[src/rtl/frame_deserializer.sv]
// Sync-hunting UART frame deserializer with inter-byte timeout and a valid/ready output holding register.
// Define FRAME_DESER_CHECKSUM_EN to expect a trailing XOR checksum byte after each payload.

module uart_receive #(
  parameter int unsigned BAUD_RATE        = 9600,
  parameter int unsigned INPUT_CLOCK_FREQ = 100_000_000
) (
  input  logic       clk,
  input  logic       rst,
  input  logic       rx,
  output logic       byte_valid,
  output logic [7:0] data
);
  localparam int unsigned PERIOD = INPUT_CLOCK_FREQ / BAUD_RATE;
  localparam int unsigned CW     = $clog2(PERIOD + 1);

  typedef enum logic [1:0] {IDLE = 2'd0, START = 2'd1, BITS = 2'd2, STOP = 2'd3} rx_state_t;

  rx_state_t      state;
  logic [1:0]     rx_sync;
  logic [CW-1:0]  cnt;
  logic [2:0]     bitn;
  logic [7:0]     shreg;
  logic           rx_s;

  assign rx_s = rx_sync[1];

  // Samples each bit at its centre, timed from the start-bit falling edge.
  always_ff @(posedge clk) begin
    if (rst) begin
      state      <= IDLE;
      rx_sync    <= 2'b11;
      cnt        <= '0;
      bitn       <= '0;
      shreg      <= '0;
      byte_valid <= 1'b0;
      data       <= '0;
    end else begin
      rx_sync    <= {rx_sync[0], rx};
      byte_valid <= 1'b0;
      case (state)
        IDLE: begin
          cnt <= '0;
          if (!rx_s) state <= START;
        end
        START: begin
          if (cnt == CW'(PERIOD / 2 - 1)) begin
            cnt   <= '0;
            bitn  <= '0;
            state <= rx_s ? IDLE : BITS;
          end else begin
            cnt <= cnt + CW'(1);
          end
        end
        BITS: begin
          if (cnt == CW'(PERIOD - 1)) begin
            cnt   <= '0;
            shreg <= {rx_s, shreg[7:1]};
            if (bitn == 3'd7) state <= STOP;
            bitn <= bitn + 3'd1;
          end else begin
            cnt <= cnt + CW'(1);
          end
        end
        STOP: begin
          if (cnt == CW'(PERIOD - 1)) begin
            cnt   <= '0;
            state <= IDLE;
            if (rx_s) begin
              byte_valid <= 1'b1;
              data       <= shreg;
            end
          end else begin
            cnt <= cnt + CW'(1);
          end
        end
        default: state <= IDLE;
      endcase
    end
  end
endmodule

module frame_deserializer #(
  parameter int unsigned FRAME_BYTES      = 10,
  parameter int unsigned BAUD_RATE        = 9600,
  parameter int unsigned INPUT_CLOCK_FREQ = 100_000_000,
  parameter logic [7:0]  SYNC_BYTE        = 8'hA5,
  parameter int unsigned TIMEOUT_CYCLES   = 200_000,
  parameter int unsigned LSB_FIRST        = 1
) (
  input  logic                     clk_in,
  input  logic                     rst_in,
  input  logic                     rx_wire_in,
  input  logic                     ready_in,
  output logic                     valid_out,
  output logic [8*FRAME_BYTES-1:0] data_out,
  output logic                     err_timeout_out,
  output logic                     err_overrun_out,
  output logic                     err_checksum_out
);
  localparam int unsigned DW = 8 * FRAME_BYTES;
  localparam int unsigned IW = $clog2(FRAME_BYTES + 1);
  localparam int unsigned TW = $clog2(TIMEOUT_CYCLES);

`ifdef FRAME_DESER_CHECKSUM_EN
  typedef enum logic [1:0] {HUNT = 2'd0, COLLECT = 2'd1, CHECK = 2'd2} state_t;
`else
  typedef enum logic [1:0] {HUNT = 2'd0, COLLECT = 2'd1} state_t;
`endif

  state_t         state;
  logic           byte_valid;
  logic [7:0]     rx_byte;
  logic [IW-1:0]  index;
  logic [IW-1:0]  slot;
  logic [TW-1:0]  tcnt;
  logic [DW-1:0]  buffer;
  logic [DW-1:0]  next_buf;
  logic [DW-1:0]  frame_data;
  logic           frame_done;
  logic           last_byte;
  logic           timed_out;
`ifdef FRAME_DESER_CHECKSUM_EN
  logic [7:0]     csum;
`endif

  uart_receive #(
    .BAUD_RATE        (BAUD_RATE),
    .INPUT_CLOCK_FREQ (INPUT_CLOCK_FREQ)
  ) u_rx (
    .clk        (clk_in),
    .rst        (rst_in),
    .rx         (rx_wire_in),
    .byte_valid (byte_valid),
    .data       (rx_byte)
  );

  assign last_byte = (index == IW'(FRAME_BYTES - 1));
  assign timed_out = (tcnt == TW'(TIMEOUT_CYCLES - 1));

  // Buffer with the incoming byte merged into its byte-order slot.
  always_comb begin
    slot     = (LSB_FIRST != 0) ? index : IW'(FRAME_BYTES - 1) - index;
    next_buf = buffer;
    for (int i = 0; i < int'(FRAME_BYTES); i++) begin
      if (slot == IW'(i)) next_buf[8*i +: 8] = rx_byte;
    end
  end

  // Frame completion strobe and the payload it delivers.
  always_comb begin
    frame_done = 1'b0;
    frame_data = next_buf;
    case (state)
`ifdef FRAME_DESER_CHECKSUM_EN
      CHECK: begin
        frame_data = buffer;
        frame_done = byte_valid && (rx_byte == csum);
      end
`else
      COLLECT: frame_done = byte_valid && last_byte;
`endif
      default: frame_done = 1'b0;
    endcase
  end

  always_ff @(posedge clk_in) begin
    if (rst_in) begin
      state            <= HUNT;
      index            <= '0;
      tcnt             <= '0;
      buffer           <= '0;
      valid_out        <= 1'b0;
      data_out         <= '0;
      err_timeout_out  <= 1'b0;
      err_overrun_out  <= 1'b0;
`ifdef FRAME_DESER_CHECKSUM_EN
      csum             <= '0;
      err_checksum_out <= 1'b0;
`endif
    end else begin
      err_timeout_out <= 1'b0;
      err_overrun_out <= 1'b0;
`ifdef FRAME_DESER_CHECKSUM_EN
      err_checksum_out <= 1'b0;
`endif
      if (valid_out && ready_in) valid_out <= 1'b0;

      case (state)
        HUNT: begin
          if (byte_valid && (rx_byte == SYNC_BYTE)) begin
            index  <= '0;
            buffer <= '0;
            tcnt   <= '0;
`ifdef FRAME_DESER_CHECKSUM_EN
            csum   <= '0;
`endif
            state  <= COLLECT;
          end
        end
        COLLECT: begin
          if (byte_valid) begin
            buffer <= next_buf;
            tcnt   <= '0;
`ifdef FRAME_DESER_CHECKSUM_EN
            csum   <= csum ^ rx_byte;
`endif
            if (last_byte) begin
              index <= '0;
`ifdef FRAME_DESER_CHECKSUM_EN
              state <= CHECK;
`else
              state <= HUNT;
`endif
            end else begin
              index <= index + IW'(1);
            end
          end else if (timed_out) begin
            err_timeout_out <= 1'b1;
            state           <= HUNT;
          end else begin
            tcnt <= tcnt + TW'(1);
          end
        end
`ifdef FRAME_DESER_CHECKSUM_EN
        CHECK: begin
          if (byte_valid) begin
            if (rx_byte != csum) err_checksum_out <= 1'b1;
            state <= HUNT;
          end else if (timed_out) begin
            err_timeout_out <= 1'b1;
            state           <= HUNT;
          end else begin
            tcnt <= tcnt + TW'(1);
          end
        end
`endif
        default: state <= HUNT;
      endcase

      // A frame either loads into the free/freeing holding register or is dropped.
      if (frame_done) begin
        if (!valid_out || ready_in) begin
          data_out  <= frame_data;
          valid_out <= 1'b1;
        end else begin
          err_overrun_out <= 1'b1;
        end
      end
    end
  end

`ifndef FRAME_DESER_CHECKSUM_EN
  assign err_checksum_out = 1'b0;
`endif
endmodule

[config.mk]
export PLATFORM = sky130hd
export DESIGN_NAME = frame_deserializer
export DESIGN_NICKNAME = d
export VERILOG_FILES = /design/src/rtl/frame_deserializer.sv
export SDC_FILE = /design/constraint.sdc
export NUM_CORES = 1
export LEC_CHECK = 0
export BUFFER_PORTS_ARGS = -buffer_cell sky130_fd_sc_hd__buf_2
export CORE_AREA = 5 5 132 134
export CTS_BUF_LIST = sky130_fd_sc_hd__clkbuf_8
export DETAILED_ROUTE_END_ITERATION = 6
export DIE_AREA = 0 0 137 139
export PLACE_DENSITY = 0.78
export RECOVER_POWER = 50
export SYNTH_ARGS = -nofsm -noshare
export SYNTH_HDL_FRONTEND = slang
export SYNTH_SLANG_ARGS = --single-unit
[constraint.sdc]
create_clock -name clk_in -period 2.3 [get_ports clk_in]
set_input_delay 0.115 -clock clk_in [delete_from_list [all_inputs] [get_ports clk_in]]
set_output_delay 0.115 -clock clk_in [all_outputs]
set_load 0.05 [all_outputs]
==> results.sh <==
export IMPL_status="completed"
export IMPL_synth_compound_area_frac=0.189
export IMPL_syn_to_final_growth_pct=13.6
export IMPL_worstSkewPairLatency_ns=0.52
export IMPL_syn_inst=1106
export IMPL_grt_pass1_wl_mm=38.1
export IMPL_total_power_mw=7.10
export IMPL_grt_max_degree=135
export IMPL_relSlewSlack=0.543
export IMPL_min_path_type="in -> reg"
export IMPL_hold_path_depth=3
export IMPL_max_cap_violations=0
export IMPL_rr_worst_depth=5
export IMPL_drtAntennaViolNets=0
export IMPL_die_w_um=137
export IMPL_start_util=0.575
export IMPL_max_stage_delay_ns=0.58
export IMPL_synth_area_mux_share=0.0409
export IMPL_first_pass_iters=6
export IMPL_finalCritPeriodShare=0.942
export IMPL_setup_viol=0
export IMPL_synth_area_per_cell_um2=8.41
export IMPL_holdCritStartpoint="ready_in"
export IMPL_path_cells="or4b_4 -> o41ai_4 -> a22oi_2 -> or4b_1 -> a21oi_1"
export IMPL_rsz0062_at_grt="false"
export IMPL_synth_area_um2=9300
export IMPL_power_frac_seq=0.528
export IMPL_place_congestion=0.872
export IMPL_cellPowerDensity_nw_per_um2=673
export IMPL_num_antenna_cells=0
export IMPL_synth_adder_area_share=0.0135
export IMPL_irDropWorstVdd_uv=534
export IMPL_post_route_min_period_ns=2.17
export IMPL_first_global_vias=7648
export IMPL_io_buffers=86
export IMPL_yosys_area_share_simple=0.232
export IMPL_synth_top_cell_by_area="dfxtp_1"
export IMPL_viasPerCell=5.84
export IMPL_num_rows=47
export IMPL_cts_made_buffers=36
export IMPL_path_max_fanout=7
export IMPL_synth_edf_count=0
export IMPL_worstReg2RegStart="u_rx.cnt[4]"
export IMPL_finalHoldViolCount=0
export IMPL_ys_warn_count=0
export IMPL_grt_overflow_total=0
export IMPL_yosysSeqAreaShare=0.465
export IMPL_routed_wirelength_mm=22.9
export IMPL_drc_errors=0
export IMPL_io_pins=88
export IMPL_dpl_hpwl_mm=14.7
export IMPL_n_fill_cell=1385
export IMPL_ys_async_sr_fraction=0
export IMPL_crit_slowest_cell="or4b_4"
export IMPL_cts_root_buf="clkbuf_8"
export IMPL_synth_top_family_by_area="simple AND/OR/NAND/NOR gates"
export IMPL_crit_arrival_ns=2.62
export IMPL_ys_types=66
export IMPL_critical_path_class="reg -> reg"
export IMPL_regToRegSetupSlack_ns=0.13
export IMPL_holdPathEnd="err_overrun_out"
export IMPL_slew_viol_final=0
export IMPL_final_net_count=1198
export IMPL_track_usage=0.239
export IMPL_timing_fmax_mhz=461
export IMPL_setup_tns_ns=0
export IMPL_combPwrFrac=0.018
export IMPL_ys_flop_type="dfxtp_1"
export IMPL_synth_top_cells_by_area="dfxtp_1 (47%), nor2_1 (6.9%), nand2_1 (6.6%)"
export IMPL_drt_wirelength_per_cell_um=16.1
export IMPL_synth_seq_cells=216
export IMPL_cts_tree="yes"
export IMPL_worst_setup_path_end_kind="flop"
export IMPL_clock_power_share=0.454
export IMPL_vias=8303
export IMPL_synth_fp_nets=1120
export IMPL_tightest_slew_ns=0.685
export IMPL_synth_top_area_frac=0.465
export IMPL_path_clk_slew_ns=0.06
export IMPL_drive_gt1_frac=0.0883
export IMPL_chipHeight_um=139
export IMPL_dieArea_um2=19000
export IMPL_antenna_found_initial=0
export IMPL_swShare=0.220
export IMPL_synth_xor_area_share=0.0132
export IMPL_h_tree_depth=2
export IMPL_drt_first_iter_violations=861
export IMPL_core_um2=16200
export IMPL_clock_sinks=216
export IMPL_cts_path_max_buffers=3
export IMPL_start_kind="flop"
export IMPL_p_int_mw=5.54
export IMPL_worstPathRequired_ns=2.75
export IMPL_total_leakage_power_nw=3.46
export IMPL_skew_ns=0.0157
export IMPL_power_switching_mw=1.57
-- state kept, by name (all words and copies together) (netlist names), 3 cells and up, named ones only --
signal and cells:
u_rx.cnt 14, index 4, u_rx.bitn 3, u_rx.shreg 8
u_rx.data 8, data_out 80, tcnt 18, buffer 72
-- power groups by stage --
| stage | clock network [mW] | registers (mW) | logic (mW) |
|---|---|---|---|
| after floorplan | 0 | 3.83 | 0.100 |
| after global placement | 0 | 3.83 | 0.122 |
| after detailed placement | 0 | 3.83 | 0.123 |
| after CTS | 3.28 | 3.75 | 0.126 |
| after global routing | 3.48 | 3.75 | 0.139 |
| final | 3.22 | 3.75 | 0.127 |
-- area by class of cell --
class	instances	area, um2	area share
multi-input combinational	785	4560	0.431
sequential	216	4320	0.409
timing repair buffer	133	699	0.0662
clock buffer	42	578	0.0547
tap	220	275	0.0261
clock inverter	13	83.8	0.00794
inverter	12	45.0	0.00426
-- timing repair --
item	in CTS	in global routing
setup endpoints to repair	0	1
buffers inserted	0	0
hold buffers	1	0
endpoints found under the hold margin	1	0
resized for setup	0	1
-- kinds of logic after synthesis --
kind of cell             after synthesis
AND/OR/NAND/NOR                      478
AO/OA/AOI/OAI                        244
flip-flops                           216
buffers and inverters                105
multiplexers                          38
XOR/XNOR                              14
adder cells (fa/ha/maj)               10
other                                  1
-- synthesized netlist by cell type (all sizes together), types with 6 or more instances --
master	instances
dfxtp	216
nand2	164
and3	9
a311oi	38
buf	14
xor2	8
nand4	8
inv	11
xnor2	6
mux2i	38
nor3	25
nor2b	7
clkbuf	79
o21ai	24
nor2	170
a22oi	52
nand3	48
a31oi	14
a21oi	33
ha	10
o22ai	6
a211oi	41
-- cells in the final DEF, fill, tap and decap left out, types with 4 or more instances in the layout --
master / synthesis / layout
a311oi_1: 38 / 38
nor4bb_1: 4 / 4
nand2b_1: 5 / 5
mux2i_1: 38 / 38
ha_1: 10 / 10
or2_2: 5 / 5
xnor2_1: 6 / 6
nand2_1: 164 / 164
o22ai_1: 6 / 6
nand4_1: 8 / 8
nor2_1: 170 / 170
and3_1: 8 / 8
and2_1: 5 / 4
a31oi_1: 14 / 14
o211ai_1: 4 / 4
clkbuf_8: 0 / 42
a211oi_1: 41 / 41
a22oi_1: 51 / 51
o21a_1: 4 / 4
xor2_1: 8 / 8
nor3_1: 25 / 25
buf_12: 0 / 4
inv_1: 11 / 19
a21o_1: 5 / 5
buf_4: 1 / 33
nor2b_1: 7 / 7
a21oi_1: 33 / 33
o22a_1: 4 / 4
clkbuf_1: 79 / 91
dfxtp_1: 216 / 216
nand3_1: 48 / 48
o21ai_0: 21 / 21
-- worst max-delay path by stage --
stage / startpoint / to / slack, ns / cells after the start
floorplan: u_rx.cnt[4] / flop / 0.28 / 5
global placement: u_rx.cnt[4] / flop / 0.20 / 5
detailed placement: u_rx.cnt[4] / flop / 0.12 / 5
CTS: u_rx.cnt[4] / flop / 0.11 / 5
global route: u_rx.byte_valid / buffer[58] / 0.006 / 6
finish: u_rx.cnt[4] / flop / 0.13 / 5
-- metrics by stage --
stage | util | std cells | hold slack [ns] | cell area (um2) | setup WS [ns]
2_1_floorplan | - | 1106 | 0.219 | 9300 | 0.281
3_3_place_gp | 0.621 | 1365 | 0.301 | 10000 | 0.198
3_5_place_dp | 0.621 | 1365 | 0.301 | 10000 | 0.117
4_1_cts | 0.663 | 1421 | 0.0157 | 10700 | 0.114
5_1_grt | 0.653 | 1421 | 0.0512 | 10600 | 0.00586
6_report | 0.653 | 1421 | 0.0448 | 10600 | 0.133
-- critical path: cells and delay by family (launching register included) --
kind / cells / cell delay (ns)
AO/OA/AOI/OAI: 3 / 0.65
AND/OR/NAND/NOR: 2 / 1.10
flip-flops: 1 / 0.36
-- metal layers --
| layer | routed length [um] | GRT usage |
|---|---|---|
| met1 | 10500 | 0.339 |
| met2 | 10500 | 0.366 |
| met3 | 1500 | 0.0515 |
| met4 | 359 | 0.0667 |
| met5 | 0 | 0 |
No activity file was read; power rests on OpenSTA's default activity.
